`src/rtl/wb_grf.sv`:
```
// -----------------------------------------------------------------------------
// wb_grf -- writeback stage and general register file of the 5-stage MIPS core
//
// Decodes the instruction sitting in WB, works out which register it writes
// (if any) and with what value, and commits that write into a 32x32 register
// file on the rising clock edge. Two combinational read ports serve the decode
// stage; each one forwards the pending WB write in the same cycle so decode
// never sees a stale value for the register being written back.
//
// Ports
//   clk      in   1   pipeline clock, writes on rising edge
//   reset    in   1   asynchronous active-low reset, clears $1..$31
//   ir_w     in  32   instruction in WB
//   pc4_w    in  32   PC+4 of the WB instruction
//   pc8_w    in  32   PC+8 of the WB instruction (jal link value)
//   alu_w    in  32   ALU result carried to WB
//   rd_w     in  32   data-memory read data carried to WB
//   rs_addr  in   5   read port A address
//   rt_addr  in   5   read port B address
//   rs_data  out 32   read port A data
//   rt_data  out 32   read port B data
//   wb_we    out  1   a write is committed at the next rising edge
//   wb_addr  out  5   destination of the pending write
//   wb_data  out 32   data of the pending write
//   wb_pc    out 32   PC of the WB instruction (pc4_w - 4)
// -----------------------------------------------------------------------------
module wb_grf #(
    parameter logic [31:0] RESET_VAL = 32'h0000_0000
) (
    input  logic        clk,
    input  logic        reset,
    input  logic [31:0] ir_w,
    input  logic [31:0] pc4_w,
    input  logic [31:0] pc8_w,
    input  logic [31:0] alu_w,
    input  logic [31:0] rd_w,
    input  logic [4:0]  rs_addr,
    input  logic [4:0]  rt_addr,
    output logic [31:0] rs_data,
    output logic [31:0] rt_data,
    output logic        wb_we,
    output logic [4:0]  wb_addr,
    output logic [31:0] wb_data,
    output logic [31:0] wb_pc
);

    localparam logic [5:0] OP_RTYPE  = 6'h00;
    localparam logic [5:0] OP_JAL    = 6'h03;
    localparam logic [5:0] OP_ORI    = 6'h0D;
    localparam logic [5:0] OP_LUI    = 6'h0F;
    localparam logic [5:0] OP_LW     = 6'h23;
    localparam logic [5:0] FN_ADDU   = 6'h21;
    localparam logic [5:0] FN_SUBU   = 6'h23;

    logic [5:0]  op;
    logic [5:0]  funct;
    logic [4:0]  rt_fld;
    logic [4:0]  rd_fld;
    logic        writes;
    logic [31:0] regs [0:31];

    assign op     = ir_w[31:26];
    assign funct  = ir_w[5:0];
    assign rt_fld = ir_w[20:16];
    assign rd_fld = ir_w[15:11];

    // rs and shamt fields play no part in writeback selection
    logic unused_fields;
    assign unused_fields = ^{ir_w[25:21], ir_w[10:6]};

    // Destination/data decode. wb_addr and wb_data keep the decoded values even
    // for a $0 destination; only the enable is suppressed there.
    always_comb begin
        writes  = 1'b0;
        wb_addr = 5'd0;
        wb_data = 32'd0;
        case (op)
            OP_RTYPE: begin
                if (funct == FN_ADDU || funct == FN_SUBU) begin
                    writes  = 1'b1;
                    wb_addr = rd_fld;
                    wb_data = alu_w;
                end
            end
            OP_ORI, OP_LUI: begin
                writes  = 1'b1;
                wb_addr = rt_fld;
                wb_data = alu_w;
            end
            OP_LW: begin
                writes  = 1'b1;
                wb_addr = rt_fld;
                wb_data = rd_w;
            end
            OP_JAL: begin
                writes  = 1'b1;
                wb_addr = 5'd31;
                wb_data = pc8_w;
            end
            default: begin
                writes  = 1'b0;
                wb_addr = 5'd0;
                wb_data = 32'd0;
            end
        endcase
    end

    assign wb_we = writes && (wb_addr != 5'd0);
    assign wb_pc = pc4_w - 32'd4;

    // $0 is held at zero; wb_we already excludes it as a destination.
    always_ff @(posedge clk or negedge reset) begin
        if (!reset) begin
            regs[0] <= 32'd0;
            for (int i = 1; i < 32; i++) begin
                regs[i] <= RESET_VAL;
            end
        end else if (wb_we) begin
            regs[wb_addr] <= wb_data;
        end
    end

    always_comb begin
        rs_data = regs[rs_addr];
        if (rs_addr == 5'd0) begin
            rs_data = 32'd0;
        end else if (wb_we && rs_addr == wb_addr) begin
            rs_data = wb_data;
        end
    end

    always_comb begin
        rt_data = regs[rt_addr];
        if (rt_addr == 5'd0) begin
            rt_data = 32'd0;
        end else if (wb_we && rt_addr == wb_addr) begin
            rt_data = wb_data;
        end
    end

endmodule
```
`config.mk`:
```
export PLATFORM = sky130hd
export DESIGN_NAME = wb_grf
export DESIGN_NICKNAME = d
export VERILOG_FILES = /design/src/rtl/wb_grf.sv
export SDC_FILE = /design/constraint.sdc
export NUM_CORES = 2
export LEC_CHECK = 0
export ABC_AREA = 1
export CORE_ASPECT_RATIO = 0.9
export CORE_MARGIN = 1.5
export CORE_UTILIZATION = 35
export CTS_BUF_LIST = sky130_fd_sc_hd__clkbuf_2 sky130_fd_sc_hd__clkbuf_4 sky130_fd_sc_hd__clkbuf_8
export DETAILED_ROUTE_END_ITERATION = 7
export PLACE_DENSITY = 0.59
export SLEW_MARGIN = 40
export SYNTH_ARGS = -nofsm -noshare
export SYNTH_HDL_FRONTEND = slang
export SYNTH_SLANG_ARGS = --single-unit
```
`constraint.sdc`:
```
create_clock -name clk -period 6.3 [get_ports clk]
set_clock_uncertainty 0.1 [all_clocks]
set_input_delay 1.26 -clock clk [delete_from_list [all_inputs] [get_ports clk]]
set_output_delay 1.26 -clock clk [all_outputs]
set_load 0.005 [all_outputs]
```
Word-level counts from Yosys, hierarchy flattened
Cells that the tools add are included.
{ "op_classes": {"order_cmp": 4, "mul": 0, "add_sub_neg": 1, "shift": 0, "muxes": 19, "n_reduce_logical": 12, "n_eq_ne": 8, "bitwise_logic": 3, "n_div": 0} }
{ "ops": {"columns": ["op", "n"], "rows": [
  ["$bwmux W1024", 1],
  ["$bmux W32 S5", 2],
  ["$mux W32", 10],
  ["$demux W32 S5", 1],
  ["$pmux W32 S4", 1],
  ["$sub A32 B3 Y32 const B", 1],
  ["$eq A6 B6 Y1 const B", 3],
  ["$ge A6 B6 Y1 const B", 3],
  ["$not A5 Y6", 3],
  ["$pmux W5 S3", 1],
  ["$eq A6 B4 Y1 const B", 2],
  ["$eq A5 B5 Y1", 2],
  ["$logic_not A5 Y1", 2],
  ["$eq A6 B2 Y1 const B", 1],
  ["$logic_not A6 Y1", 1],
  ["$lt A6 B1 Y1 const B", 1],
  ["$mux W5", 1],
  ["$reduce_bool A5 Y1", 1],
  ["$logic_and A1 B1 Y1", 4],
  ["$reduce_or A4 Y1", 1],
  ["$reduce_or A3 Y1", 1],
  ["$pmux W1 S2", 1],
  ["$reduce_or A2 Y1", 1],
  ["$logic_or A1 B1 Y1", 1],
  ["$mux W1", 1]
]} }
{ "word_totals": {"input_bits": 172, "romBits": 0, "memories": 0, "mem_bits_rw": 0, "word_cells": 79, "latch_bits": 0, "ff_bits": 1024, "output_inout_bits": 134} }

Longest topological paths before layout
{ "logic_depth": {"ltp_word": 10, "mapped_depth": 16, "mapped_depth_nobuf": 14} }

Worst setup path after synthesis
OpenSTA, ideal clock, no wires.
{ "synth_timing": {"kind": "input-to-output", "start": "input port ir_w[27]", "end": "output port rt_data[10]", "slack_ns": 2.063, "required_time_ns": 4.940, "path_buffers": 2, "stages": 14, "arrival_time_ns": 2.877, "cell_sequence": "or2_1 nor2_4 nand3_1 nand3_4 inv_2 nand2_1 nand2_1 nor2_4 nand3_2 buf_6 buf_6 nand2_1 nand2_1 nor2_1"} }
{ "synth_via": {"elab_chain_len": 8, "word_cells_on_any_way": 17, "classes_between": "eq/ne: 5; mux: 5; reduce/logical: 7"} }
{ "synth_rtl": {"columns": ["element", "line_no", "text"], "rows": [
  ["start, declared", "32", "input logic [31:0] ir_w,"],
  ["$eq A6 B6 Y1 / $eq A6 B4 Y1 (equally long branches)", "77", "case (op)"],
  ["$reduce_or A3 Y1 (no source line)", null, null],
  ["$pmux W5 S3 (*)", "77", null],
  ["net wb_addr[0]", "42", "output logic [4:0] wb_addr,"],
  ["$reduce_bool A5 Y1", "108", "assign wb_we = writes && (wb_addr != 5'd0);"],
  ["$logic_and A1 B1 Y1", "108", null],
  ["$logic_and A1 B1 Y1 (*)", "136", "end else if (wb_we && rt_addr == wb_addr) begin"],
  ["$mux W32 (*)", "136", null],
  ["$mux W32 (*)", "134", "if (rt_addr == 5'd0) begin"],
  ["end, declared", "40", "output logic [31:0] rt_data,"]
]} }
Mark *: on every way through the listed nets, which the timed path passes. The rest lies on a longest branch.

Worst setup path after layout
{ "layout_timing": {"start": "input port ir_w[26]", "end": "output port rt_data[30]"} }
{ "layout_via": {"elab_chain_len": 8, "word_cells_on_any_way": 17, "classes_between": "eq/ne: 5; mux: 5; reduce/logical: 7"} }
{ "layout_rtl": {"columns": ["element", "line_no"], "rows": [
  ["$eq A6 B6 Y1 / $eq A6 B4 Y1 (equally long branches)", "77"],
  ["$reduce_or A3 Y1 (no source line)", null],
  ["$pmux W5 S3", "77"],
  ["$reduce_bool A5 Y1", "108"],
  ["$logic_and A1 B1 Y1", "108"],
  ["$logic_and A1 B1 Y1", "136"],
  ["$mux W32 (*)", "136"],
  ["$mux W32 (*)", "134"]
]} }
Mark *: on every way between the ends. The rest lies on a longest branch, timed or not.

==> summary.md <==
| Metric | Value |
|---|---|
| Status | finished, final reports clean |
| Clock latency on the worst-skew pair | a little over 0.9 ns |
| Clk buf depth | 3 |
| Initial core utilization | 0.353 |
| Commonest cells after routing, fill and taps aside | nand2_1, o21ai_0, dfrtp_1 |
| Setup Viol. Count Final | 0 |
| Initial antenna violation count | 7 |
| Worst slew pin tran | ~0.85 ns |
| I/O pins | a little over 300 |
| Mapped Area | between 0.05 and 0.06 mm^2 |
| Synth unique cells | 38 |
| Max Slew Vio Count | 0 |
| Vias in the first global route | approximately 57000 |
| Vias | 60300 |
| Final hold viol count | 0 |
| Fin nets | 8443 |
| Die height | 391 um |
| Die X | 435 um |
| Root Buffer | clkbuf_8 |
| Class of the worst hold path | input port to async pin |
| Reg2reg setup slack | ~5.5 ns |
| GP Congestion | roughly 0.89 |
| Most common cell after layout, fill and taps aside | nand2_1 |
| RSZ-0062 raised after global routing | false |
| Setup crit end | rt_data[30] |
| Final worst-path cycle share | 0.964 |
| Setup_tns | 0 ns |
| Critical path class | input port to output pin |
| Max H-tree Level | 4 |
| #FFs+latches synth | roughly 1000 |
| Cell count after synthesis | 8302 |
| Max Clock Freq | 165 MHz |
| Layout cell share with drive strength beyond 1 | 0.0883 |
| # hold bufs at CTS | 0 |
| Drt drc | 0 |
| Max FFs per register | between 1000 and 1500 |
| Die ar. | between 0.15 and 0.2 mm^2 |
| Largest register by flop count | regs |
| Critical Path End Type | output pin |
| Post-route ant nets | 0 |
| Row count | 142 |
| Post-synth top area share | 0.437 |
| Average wire per standard cell | 23.3 um |
| Total CTS buffers | between 150 and 200 |
| Pwr dens | approximately 240 mW/mm^2 |
| Synth area leader | dfrtp_1 |
| Initial DRC count | approximately 7300 |
| CP Max Fanout | 13 |
| CP Data Arrival Time | roughly 4.7 ns |
| P_leak | about 30 nW |
| Layout area overhead | 16.6% |
| Post-DP HPWL | 151 mm |
| Reg-to-reg endpoint | regs[640] |
| VDD IR max | around 230 uV |
| Regs by FF count | regs x1024 |
| Post-CTS Setup Inserts | 0 |
| CTS sink count | ~1000 |
| Fillers | 17100 |
| Reg-to-reg startpoint | regs[640] |
| Syn nets | ~8500 |
| WL final | 248 mm |
| CP startpoint | ir_w[26] |
| Drt pass-1 iters | 6 |
| Worst EP required | roughly 4.9 ns |
| First-pass GRT wire length | approximately 370 mm |
| Max_slew headroom | 0.436 |
| Storage cell area | between 0.02 and 0.03 mm^2 |
| CP Launch Type | input port |
| CTS clk-pin slew, worst paths | 0.06 ns |
| Buffers on Ports | 290 |
| Reg2reg path depth | 2 |
| Multi-input logic area | ~0.028 mm^2 |
| CTS tree | yes |
| Synth warn | 0 |
| Vias/cell | about 5.7 |
| Number of synthesized flops with an enable pin | 0 |
| Max Cap Viol | 0 |
| Syn Area/Cell | 7.07 um^2 |
| Register area share after synthesis | 0.437 |
| Total gr overflow | 0 |
| GRT Total Usage | 0.288 |
| Synth async-reset ratio | 1.00 |
| Post-layout min period | approximately 6.1 ns |
| Ys flop type | dfrtp_1 |
| Largest net degree at the start of global routing | just over 200 |
| Post-cts sizing count | 0 |
| Synth area leaders | dfrtp_1, o21ai_0, nand2_1, a21oi_1, inv_1 |
| Core area | approximately 0.17 mm^2 |
| Util after Layout | 0.411 |
==> critical path: stages <==
cell and delay [ns]:
clkdlybuf4s50_1 0.45, or2_1 0.26, nor2_4 0.29, nand3_1 0.18, nand3_4 0.12, inv_2 0.06, nand2_1 0.05, nand2_1 0.09
nor2_4 0.38, nand3_4 0.30, nand2_1 0.14, nand2_1 0.05, nor2_1 0.43, clkdlybuf4s50_1 0.61
==> through the flow <==
step                setup WS [ns]  power, W  hold slack (ns)  instance area (um^2)  instances
floorplan                    2.06   0.00830            0.329                 58700       8302
global placement            0.282   0.00938            0.265                 64100      10300
detailed placement          0.254   0.00942            0.266                 64300      10300
CTS                         0.255    0.0162           0.0544                 68300      10600
global route                0.140    0.0168           0.0979                 68400      10600
finish                      0.224    0.0162            0.123                 68400      10600
==> cells by family after synthesis <==
family	synth area share
AOI/OAI and AO/OA	0.268
and+or+nand+nor	0.196
buffers and inverters	0.0952
DFF	0.437
xor gates and xnor gates	0.00343
adders and majority gates	0.000213
==> cells in the mapped netlist (6+ instances only) <==
library cell	count
a211oi_1	71
a21oi_1	1043
a31oi_1	83
buf_1	68
buf_2	144
clkbuf_1	559
dfrtp_1	1024
inv_1	618
inv_2	20
nand2_1	1684
nand3_1	449
nand3_2	8
nand3_4	6
nand4_1	49
nor2_1	518
nor2_2	18
nor2_4	19
nor3_1	7
o211ai_1	72
o21ai_0	1664
o21ai_1	114
xnor2_1	7
xor2_1	16
==> routing by layer <==
layer / vias to the layer above / part of all wire / global-route usage
met5: - / 0.000077 / 0
met1: 28800 / 0.41 / 0.384
met4: 2 / 0.052 / 0.144
met2: 3308 / 0.44 / 0.440
li1: 27600 / - / -
met3: 617 / 0.10 / 0.0619
==> how the worst min path moves through the flow <==
stage / cells past startpoint / slack [ns] / to / startpoint
2_1_floorplan: 1 / 0.33 / regs[1000] / regs[1000]
3_3_place_gp: 0 / 0.26 / regs[1018] / regs[1018]
3_5_place_dp: 0 / 0.27 / regs[1008] / regs[1008]
4_1_cts: 1 / 0.05 / regs[136] / reset
5_1_grt: 1 / 0.1 / regs[419] / reset
6_report: 1 / 0.12 / regs[136] / reset
==> power by group <==
group | leakage (nW) | internal [W] | switching, W | total [W]
combinational | 15.6 | 0.000800 | 0.00162 | 0.00242
sequential | 12.5 | 0.00682 | 0.000123 | 0.00694
clock | 2.11 | 0.00384 | 0.00298 | 0.00682
==> area by class of cell <==
type | instances | area share
Inverter | 643 | 0.0357
Clock inverter | 31 | 0.00371
Multi-Input combinational cell | 5853 | 0.404
Sequential cell | 1024 | 0.375
Antenna cell | 6 | 0.000220
Timing Repair Buffer | 563 | 0.0860
Clock buffer | 297 | 0.0545
Tap cell | 2232 | 0.0408
Power figures use the tool's default switching activity.
